==> config.mk <==
export PLATFORM = sky130hd
export DESIGN_NAME = brq_lsu_resp_flat
export DESIGN_NICKNAME = d
export VERILOG_FILES = /design/src/rtl/brq_pkg.sv /design/src/rtl/brq_lsu_resp_if.sv /design/src/rtl/brq_lsu_rdata_align.sv /design/src/rtl/brq_lsu_resp.sv /design/src/flat_wrapper.sv
export SDC_FILE = /design/constraint.sdc
export NUM_CORES = 1
export LEC_CHECK = 0
export ABC_CLOCK_PERIOD_IN_PS = 7400
export CORE_UTILIZATION = 35
export DETAILED_ROUTE_END_ITERATION = 6
export PLACE_DENSITY = 0.68
export SYNTH_ARGS = -nofsm -noshare
export SYNTH_HDL_FRONTEND = slang
export SYNTH_HIERARCHICAL = 1
export SYNTH_SLANG_ARGS = --single-unit
==> constraint.sdc <==
create_clock -name clk_i -period 7.4 [get_ports clk_i]
set_input_delay 1.11 -clock clk_i [delete_from_list [all_inputs] [get_ports clk_i]]
set_output_delay 1.11 -clock clk_i [all_outputs]
set_load 0.05 [all_outputs]
==> src/rtl/brq_pkg.sv <==
// brq_pkg: shared LSU types and helpers for the brq core.
// Split-access states exist only when BRQ_LSU_MISALIGNED_EN is defined.
package brq_pkg;

    typedef enum logic [1:0] {
        LSU_WORD = 2'b00,
        LSU_HALF = 2'b01,
        LSU_BYTE = 2'b10
    } lsu_type_e;

`ifdef BRQ_LSU_MISALIGNED_EN
    typedef enum logic [2:0] {
        LSU_IDLE,
        LSU_REQ_A,
        LSU_WAIT_A,
        LSU_REQ_B,
        LSU_WAIT_B
    } lsu_state_e;
`else
    typedef enum logic [2:0] {
        LSU_IDLE,
        LSU_REQ_A,
        LSU_WAIT_A
    } lsu_state_e;
`endif

    function automatic logic lsu_split(lsu_type_e t, logic [1:0] off);
        return ((t == LSU_WORD) && (off != 2'b00)) ||
               ((t == LSU_HALF) && (off == 2'b11));
    endfunction

    function automatic logic [3:0] lsu_be_base(lsu_type_e t);
        case (t)
            LSU_HALF: return 4'b0011;
            LSU_BYTE: return 4'b0001;
            default:  return 4'b1111;
        endcase
    endfunction

endpackage

==> src/rtl/brq_lsu_resp_if.sv <==
// brq_lsu_resp_if: data-memory request/grant/rvalid bus.
// master = LSU side, slave = memory side.
interface brq_lsu_resp_if;

    logic        data_req_o;
    logic        data_gnt_i;
    logic [31:0] data_addr_o;
    logic        data_we_o;
    logic [3:0]  data_be_o;
    logic [31:0] data_wdata_o;
    logic        data_rvalid_i;
    logic        data_err_i;
    logic [31:0] data_rdata_i;

    modport master (
        output data_req_o, data_addr_o, data_we_o, data_be_o, data_wdata_o,
        input  data_gnt_i, data_rvalid_i, data_err_i, data_rdata_i
    );

    modport slave (
        input  data_req_o, data_addr_o, data_we_o, data_be_o, data_wdata_o,
        output data_gnt_i, data_rvalid_i, data_err_i, data_rdata_i
    );

endinterface

==> src/rtl/brq_lsu_rdata_align.sv <==
// brq_lsu_rdata_align: pick byte/half/word out of the (possibly
// two-word) load source at the given offset and extend it.
module brq_lsu_rdata_align
    import brq_pkg::*;
(
    input  logic [63:0] src_i,
    input  logic [1:0]  off_i,
    input  lsu_type_e   type_i,
    input  logic        sign_ext_i,
    output logic [31:0] data_o
);

    logic [31:0] low;

    assign low = 32'(src_i >> {off_i, 3'b000});

    always_comb begin
        data_o = low;
        case (type_i)
            LSU_HALF: data_o = {{16{sign_ext_i & low[15]}}, low[15:0]};
            LSU_BYTE: data_o = {{24{sign_ext_i & low[7]}}, low[7:0]};
            default:  data_o = low;
        endcase
    end

endmodule

==> src/rtl/brq_lsu_resp.sv <==
// brq_lsu_resp: LSU bus sequencer and writeback response generator.
// BRQ_LSU_MISALIGNED_EN enables two-part misaligned accesses.
module brq_lsu_resp
    import brq_pkg::*;
(
    input  logic           clk_i,
    input  logic           rst_ni,
    input  logic           lsu_req_i,
    input  logic           lsu_we_i,
    input  logic [1:0]     lsu_type_i,
    input  logic           lsu_sign_ext_i,
    input  logic [31:0]    lsu_addr_i,
    input  logic [31:0]    lsu_wdata_i,
    output logic           busy_o,
    brq_lsu_resp_if.master bus,
    output logic [31:0]    rf_wdata_lsu_o,
    output logic           rf_we_lsu_o,
    output logic           lsu_resp_valid_o,
    output logic           lsu_resp_err_o
);

    lsu_state_e  state_q, state_d;
    lsu_type_e   type_q, type_d;
    logic        we_q, we_d;
    logic        sext_q, sext_d;
    logic [31:0] addr_q, addr_d;
    logic [31:0] wdata_q, wdata_d;
    logic        done;
    logic        part_b;
    logic        comp_err;
    logic [63:0] src;
    logic [31:0] ld_data;
    logic [7:0]  be8;
    logic [4:0]  sh;

`ifdef BRQ_LSU_MISALIGNED_EN
    logic        split_q, split_d;
    logic [31:0] rdata_a_q, rdata_a_d;

    assign src = split_q ? {bus.data_rdata_i, rdata_a_q}
                         : {32'b0, bus.data_rdata_i};
    assign comp_err = 1'b0;
    assign busy_o = (state_q != LSU_IDLE);
`else
    logic mis_q, mis_d;

    assign src = {32'b0, bus.data_rdata_i};
    assign comp_err = mis_q;
    assign busy_o = (state_q != LSU_IDLE) | mis_q;
`endif

    always_comb begin
        state_d = state_q;
        type_d  = type_q;
        we_d    = we_q;
        sext_d  = sext_q;
        addr_d  = addr_q;
        wdata_d = wdata_q;
`ifdef BRQ_LSU_MISALIGNED_EN
        split_d   = split_q;
        rdata_a_d = rdata_a_q;
`else
        mis_d = 1'b0;
`endif
        done           = 1'b0;
        part_b         = 1'b0;
        bus.data_req_o = 1'b0;
        unique case (state_q)
            LSU_IDLE: begin
                if (lsu_req_i && !busy_o) begin
                    type_d  = lsu_type_e'(lsu_type_i);
                    we_d    = lsu_we_i;
                    sext_d  = lsu_sign_ext_i;
                    addr_d  = lsu_addr_i;
                    wdata_d = lsu_wdata_i;
`ifdef BRQ_LSU_MISALIGNED_EN
                    split_d = lsu_split(lsu_type_e'(lsu_type_i), lsu_addr_i[1:0]);
                    state_d = LSU_REQ_A;
`else
                    // Misaligned requests fail locally with no bus traffic
                    if (lsu_split(lsu_type_e'(lsu_type_i), lsu_addr_i[1:0]))
                        mis_d = 1'b1;
                    else
                        state_d = LSU_REQ_A;
`endif
                end
            end
            LSU_REQ_A: begin
                bus.data_req_o = 1'b1;
                if (bus.data_gnt_i) state_d = LSU_WAIT_A;
            end
            LSU_WAIT_A: begin
                if (bus.data_rvalid_i) begin
`ifdef BRQ_LSU_MISALIGNED_EN
                    if (split_q && !bus.data_err_i) begin
                        rdata_a_d = bus.data_rdata_i;
                        state_d   = LSU_REQ_B;
                    end else begin
                        done    = 1'b1;
                        state_d = LSU_IDLE;
                    end
`else
                    done    = 1'b1;
                    state_d = LSU_IDLE;
`endif
                end
            end
`ifdef BRQ_LSU_MISALIGNED_EN
            LSU_REQ_B: begin
                bus.data_req_o = 1'b1;
                part_b         = 1'b1;
                if (bus.data_gnt_i) state_d = LSU_WAIT_B;
            end
            LSU_WAIT_B: begin
                if (bus.data_rvalid_i) begin
                    done    = 1'b1;
                    state_d = LSU_IDLE;
                end
            end
`endif
            default: state_d = LSU_IDLE;
        endcase
    end

    always_ff @(posedge clk_i) begin
        if (!rst_ni) begin
            state_q <= LSU_IDLE;
            type_q  <= LSU_WORD;
            we_q    <= 1'b0;
            sext_q  <= 1'b0;
            addr_q  <= 32'b0;
            wdata_q <= 32'b0;
`ifdef BRQ_LSU_MISALIGNED_EN
            split_q   <= 1'b0;
            rdata_a_q <= 32'b0;
`else
            mis_q <= 1'b0;
`endif
        end else begin
            state_q <= state_d;
            type_q  <= type_d;
            we_q    <= we_d;
            sext_q  <= sext_d;
            addr_q  <= addr_d;
            wdata_q <= wdata_d;
`ifdef BRQ_LSU_MISALIGNED_EN
            split_q   <= split_d;
            rdata_a_q <= rdata_a_d;
`else
            mis_q <= mis_d;
`endif
        end
    end

    // Upper nibble of be8 is the spill into the second word
    assign be8 = {4'b0000, lsu_be_base(type_q)} << addr_q[1:0];
    assign sh  = {addr_q[1:0], 3'b000};

    assign bus.data_addr_o  = bus.data_req_o
                            ? ({addr_q[31:2], 2'b00} + (part_b ? 32'd4 : 32'd0))
                            : 32'b0;
    assign bus.data_we_o    = bus.data_req_o & we_q;
    assign bus.data_be_o    = bus.data_req_o ? (part_b ? be8[7:4] : be8[3:0]) : 4'b0;
    assign bus.data_wdata_o = bus.data_req_o
                            ? ((wdata_q << sh) | (wdata_q >> (6'd32 - {1'b0, sh})))
                            : 32'b0;

    brq_lsu_rdata_align u_align (
        .src_i      (src),
        .off_i      (addr_q[1:0]),
        .type_i     (type_q),
        .sign_ext_i (sext_q),
        .data_o     (ld_data)
    );

    assign lsu_resp_valid_o = done | comp_err;
    assign lsu_resp_err_o   = (done & bus.data_err_i) | comp_err;
    assign rf_we_lsu_o      = done & ~we_q & ~bus.data_err_i;
    assign rf_wdata_lsu_o   = done ? ld_data : 32'b0;

    a_no_rvalid_in_req: assert property (@(posedge clk_i) disable iff (!rst_ni)
        !(bus.data_rvalid_i && bus.data_req_o));

endmodule

==> src/flat_wrapper.sv <==
// flat-port wrapper written by rule: the top's interface ports become plain ports
module brq_lsu_resp_flat import brq_pkg::*;
  (clk_i, rst_ni, lsu_req_i, lsu_we_i, lsu_type_i, lsu_sign_ext_i, lsu_addr_i, lsu_wdata_i, busy_o, rf_wdata_lsu_o, rf_we_lsu_o, lsu_resp_valid_o, lsu_resp_err_o, bus_data_req_o, bus_data_addr_o, bus_data_we_o, bus_data_be_o, bus_data_wdata_o, bus_data_gnt_i, bus_data_rvalid_i, bus_data_err_i, bus_data_rdata_i);
  brq_lsu_resp_if bus_i ();
  input  logic clk_i;
  input  logic rst_ni;
  input  logic lsu_req_i;
  input  logic lsu_we_i;
  input  logic [1:0] lsu_type_i;
  input  logic lsu_sign_ext_i;
  input  logic [31:0] lsu_addr_i;
  input  logic [31:0] lsu_wdata_i;
  output logic busy_o;
  output logic [31:0] rf_wdata_lsu_o;
  output logic rf_we_lsu_o;
  output logic lsu_resp_valid_o;
  output logic lsu_resp_err_o;
  output wire logic [$bits(bus_i.data_req_o)-1:0] bus_data_req_o;
  output wire logic [$bits(bus_i.data_addr_o)-1:0] bus_data_addr_o;
  output wire logic [$bits(bus_i.data_we_o)-1:0] bus_data_we_o;
  output wire logic [$bits(bus_i.data_be_o)-1:0] bus_data_be_o;
  output wire logic [$bits(bus_i.data_wdata_o)-1:0] bus_data_wdata_o;
  input wire logic [$bits(bus_i.data_gnt_i)-1:0] bus_data_gnt_i;
  input wire logic [$bits(bus_i.data_rvalid_i)-1:0] bus_data_rvalid_i;
  input wire logic [$bits(bus_i.data_err_i)-1:0] bus_data_err_i;
  input wire logic [$bits(bus_i.data_rdata_i)-1:0] bus_data_rdata_i;
  assign bus_data_req_o = bus_i.data_req_o;
  assign bus_data_addr_o = bus_i.data_addr_o;
  assign bus_data_we_o = bus_i.data_we_o;
  assign bus_data_be_o = bus_i.data_be_o;
  assign bus_data_wdata_o = bus_i.data_wdata_o;
  assign bus_i.data_gnt_i = bus_data_gnt_i;
  assign bus_i.data_rvalid_i = bus_data_rvalid_i;
  assign bus_i.data_err_i = bus_data_err_i;
  assign bus_i.data_rdata_i = bus_data_rdata_i;
  brq_lsu_resp u_core (.clk_i(clk_i), .rst_ni(rst_ni), .lsu_req_i(lsu_req_i), .lsu_we_i(lsu_we_i), .lsu_type_i(lsu_type_i), .lsu_sign_ext_i(lsu_sign_ext_i), .lsu_addr_i(lsu_addr_i), .lsu_wdata_i(lsu_wdata_i), .busy_o(busy_o), .bus(bus_i), .rf_wdata_lsu_o(rf_wdata_lsu_o), .rf_we_lsu_o(rf_we_lsu_o), .lsu_resp_valid_o(lsu_resp_valid_o), .lsu_resp_err_o(lsu_resp_err_o));
endmodule
Word level (Yosys, flattened, before mapping). Cells that the tools add are included.

Bitwise gates (word level): 12. Reduce and logical (&&, ||, !) cells: 12. Shift-type cells: 4. Equality and inequality tests: 10. Mux-type cells: 15. $add $sub $neg: 1.

Operators with widths (number): 2-to-1 mux 32 bit (3); one-hot mux 32 bit (2 select lines) (1); bitwise OR 32 bit (1); << shifter 32 x 5 -> 32 bit (1); right shift 32 x 5 -> 32 bit (1); right shift 32 x 6 -> 32 bit (1); 2-to-1 mux 3 bit (4); one-hot mux 3 bit (3 select lines) (1); one-hot mux 4 bit (2 select lines) (1); AND 1 bit (6); != test 2 bit (second input constant) (3); subtractor 6 x 5 -> 6 bit (first input constant) (1); equality test 2 x 1 -> 1 bit (second input constant) (2); equality test 2 bit (second input constant) (2); 2-to-1 mux 1 bit (4); 2-to-1 mux 4 bit (1); AND reduction 4 bit (1); << shifter 4 x 2 -> 4 bit (1); equality test 3 x 1 -> 1 bit (second input constant) (1); equality test 3 x 2 -> 1 bit (second input constant) (1); logical AND 1 bit (3); logical NOT 3 bit (1); bitwise OR 1 bit (3); AND reduction 3 bit (1); 8 further kinds (9).

Bits of input ports: 106. Logic and storage cells: 61. Output and inout port bits: 106. Register bits: 72.

Longest topological paths before layout.
Depth after elaboration: 6. Gate-level depth with buffers: 9.

By module. The synthesis kept the hierarchy.

Modules (own cells, without submodules): brq_lsu_resp (cells an instance 546, instances 1, seq. area each 1421.4 um^2, area an instance 4274.1 um^2); brq_lsu_rdata_align (cells an instance 84, instances 1, seq. area each 0.0 um^2, area an instance 1041.0 um^2).

Least setup slack after synthesis. No wires, ideal clock.

Path type: reg-to-output. From: register u_core.addr_q[1]. To: output port bus_data_wdata_o[23]. Stages on the path, launching flop included: 9. Required time: 6290 ps. Path buffers: 4. Slack: 3110 ps. Arrival: 3180 ps. Cells stage by stage: dfxtp_1 clkbuf_1 clkbuf_1 inv_1 ha_1 or4b_1 clkbuf_1 clkbuf_1 o21ai_0.

Cells in the longest elaborated chain, start to end: 4.

Ends and longest elaborated chain: start: declaration (RTL line brq_lsu_resp.sv:26) `logic [31:0] addr_q, addr_d;`; start signal: assignment (RTL line brq_lsu_resp.sv:144) `addr_q <= addr_d;`; subtractor 6 x 5 -> 6 bit (RTL line brq_lsu_resp.sv:165) `? ((wdata_q << sh) | (wdata_q >> (6'd32 - {1'b0, sh})))`; right shift 32 x 6 -> 32 bit (RTL line brq_lsu_resp.sv:165); bitwise OR 32 bit (*) (RTL line brq_lsu_resp.sv:165); 2-to-1 mux 32 bit (*) (RTL line brq_lsu_resp.sv:165); end: declaration (RTL line flat_wrapper.sv:22) `output wire logic [$bits(bus_i.data_wdata_o)-1:0] bus_data_wdata_o;`.

Every way passes the cells marked *; elsewhere a longest branch is shown, timed or not.

Worst setup path after layout.
From: register u_core.addr_q[0]. To: output port bus_data_wdata_o[9].

Same word-level chain as after synthesis.

==> metrics.txt <==
status=finished, violations left; violated checks=design-rule violations; Max Clk Rate=between 150 and 200 MHz; CTS tree=built; Post-Synthesis Cells=between 600 and 700; DRC=18; Worst slew margin=0.277; share of cells above drive strength 1=0.0805; Critical Path AT=around 4.3 ns; post-route setup TNS=0 ns; Total Nets Final=between 900 and 1000; commonest non-fill, non-tap cell in the layout=clkdlybuf4s50_1; max-cap violation count=0; initial antenna violation count=1; Hold Path Class=reg -> reg; clock skew=between 0.006 and 0.007 ns; PD cells=165 mW/mm^2; vias per inst=5.19; non-filler cells, final=between 1000 and 1500; Final Cycle Share=0.728; critical path required time=about 6.3 ns; sequential area share after synthesis=0.267; post-DP HPWL=between 10000 and 15000 um; crit path time final=between 5 and 6 ns; Antenna Nets Post-Route=0; die area=0.0157 mm^2; wire per inst=between 15 and 20 um; Buffers on Ports=about 210; Ys Warns=6; vias in the first global route=5318; Initial Utilization=0.362; area of the core=0.0147 mm^2; drt initial violations=about 310; DIE HEIGHT=125 um; worst IR drop on VDD=0.000148 V; total number of vias=between 5000 and 6000; Worst-Margin Slew=around 1.1 ns; clk buf depth=2; CTS-repair resized insts=0; type of element launching the critical path=register; mapped cell area=approximately 0.0053 mm^2; CTS hold repair buffers=0; first-pass GRT wire length=~28000 um; clock root buffer=clkbuf_16; gr usage total=0.226; top_reg_cell synth=dfxtp_1; Setup crit end kind=output port; RSZ-0062 raised after global routing=no; drt first pass iters=7; Setup Viol. Count Final=0; Avg Cell Area, Syn=~8.4 um^2; crit-path max FO=66; routability cong.=~1.0; hold slack=around 0.45 ns; diodes inserted=0; final hold vios=0; ys async rst share=0; pin count of the biggest net entering global routing=73; io pins=between 200 and 250; gr ovfl total=0; row cnt=44; CP Class=reg -> out; Final Slew Violations=0; postcts setup bufs=0; Num CTS Buffers=9; Area Overhead vs Synth=47.8%; Worst-Skew Late Latency=approximately 0.34 ns; H-Tree Level Count=3; clock slew at reported path FFs=about 0.060 ns; DRT Wirelength=approximately 18000 um; FF+latch count, synth=between 70 and 80; Die X=125 um; Sink Count=~70; dpl cells=approximately 1000; number of different library cells in the post-synthesis netlist=47; fillers=around 1400; EDFF count, synth=0; most frequent cells in the layout=208 x clkdlybuf4s50_1, 158 x nand2_1, 69 x dfxtp_1, 65 x and2_1, 50 x conb_1; leakage power=0.00304 uW
-- logic make-up after synthesis --
family / after synthesis / share of synthesized area
AOI/OAI and AO/OA: 143 / 0.202
other: 1 / 0.000706
buffers and inverters: 69 / 0.0659
and+or+nand+nor: 273 / 0.248
DFF: 71 / 0.267
muxes: 69 / 0.207
adders and majority gates: 4 / 0.00942
-- final timing paths --
kind | start | slack (ns) | end | depth (start not counted)
min reg2reg | u_core/addr_q[26]$_SDFFE_PN0P_ | 0.45 | u_core/addr_q[26]$_SDFFE_PN0P_ | 2
min | u_core/addr_q[26]$_SDFFE_PN0P_ | 0.45 | u_core/addr_q[26]$_SDFFE_PN0P_ | 2
max reg2reg | u_core/state_q[1]$_SDFFE_PN0P_ | 5.04 | u_core/wdata_q[24]$_SDFFE_PN0P_ | 5
max | u_core/addr_q[0]$_SDFFE_PN0P_ | 2.01 | bus_data_wdata_o[9] | 6
-- synthesized netlist by cell type, drive strengths merged (2+ instances only) --
cell type | n | area (um^2)
a21boi | 68 | 510
nand3b | 2 | 15.0
nand2b | 3 | 18.8
dfxtp | 71 | 1420
a22oi | 2 | 15.0
a21oi | 2 | 10.0
clkbuf | 30 | 114
o22ai | 9 | 56.3
inv | 6 | 22.5
mux4 | 32 | 721
o211ai | 6 | 45.0
nand3 | 2 | 10.0
a221o | 15 | 150
a21o | 25 | 188
nand2 | 158 | 593
nor2b | 5 | 31.3
nor2 | 21 | 78.8
and3b | 3 | 26.3
o21ai | 11 | 55.1
buf | 33 | 214
mux2i | 30 | 300
mux2 | 7 | 78.8
nor3b | 3 | 22.5
or4b | 2 | 23.8
ha | 4 | 50.1
and2 | 65 | 407
-- critical path: stages, from the launching register on --
cell and delay [ns]:
dfxtp_4 0.99, inv_1 0.20, ha_1 0.58, or4b_1 0.90, o22ai_1 0.28, a21o_1 0.11
clkdlybuf4s50_1 0.80
-- stage by stage --
step / utilization / power (uW) / setup slack [ns] / instance area, um^2
6_report: 0.535 / 1300 / 2.01 / 7860
3_5_place_dp: 0.511 / 822 / 2.43 / 7520
4_1_cts: 0.534 / 1310 / 2.05 / 7850
3_3_place_gp: 0.511 / 813 / 2.53 / 7520
2_1_floorplan: - / 693 / 3.11 / 5500
5_1_grt: 0.535 / 1360 / 1.83 / 7860
-- state kept, by name, indices dropped and copies added (netlist names) --
| register | flops |
|---|---|
| u_core/we_q | 1 |
| u_core/wdata_q | 32 |
| u_core/type_q | 2 |
| u_core/addr_q | 32 |
| u_core/comp_err | 1 |
| u_core/sext_q | 1 |
| u_core/state_q | 2 |
-- cell type report --
class | instances | area, um^2 | share of cell area
clock inverter | 6 | 91.3 | 0.0116
timing repair buffer | 213 | 2120 | 0.270
clock buffer | 10 | 239 | 0.0304
sequential | 71 | 1430 | 0.182
tap | 184 | 230 | 0.0293
multi-input combinational | 539 | 3730 | 0.474
inverter | 6 | 22.5 | 0.00287
-- routing by layer --
metal | global-route usage | wire (um) | vias up
met5 | 0 | 17 | -
met4 | 0.103 | 574 | 2
met3 | 0.0633 | 1170 | 39
met2 | 0.373 | 8460 | 196
met1 | 0.274 | 7410 | 2538
li1 | - | - | 2568
-- power by group --
part / switching, uW / internal (uW) / total (uW)
Clock: 173 / 307 / 479
Sequential: 40.4 / 411 / 451
Combinational: 191 / 175 / 366
Note: power is estimated with default switching activity, not from simulation.
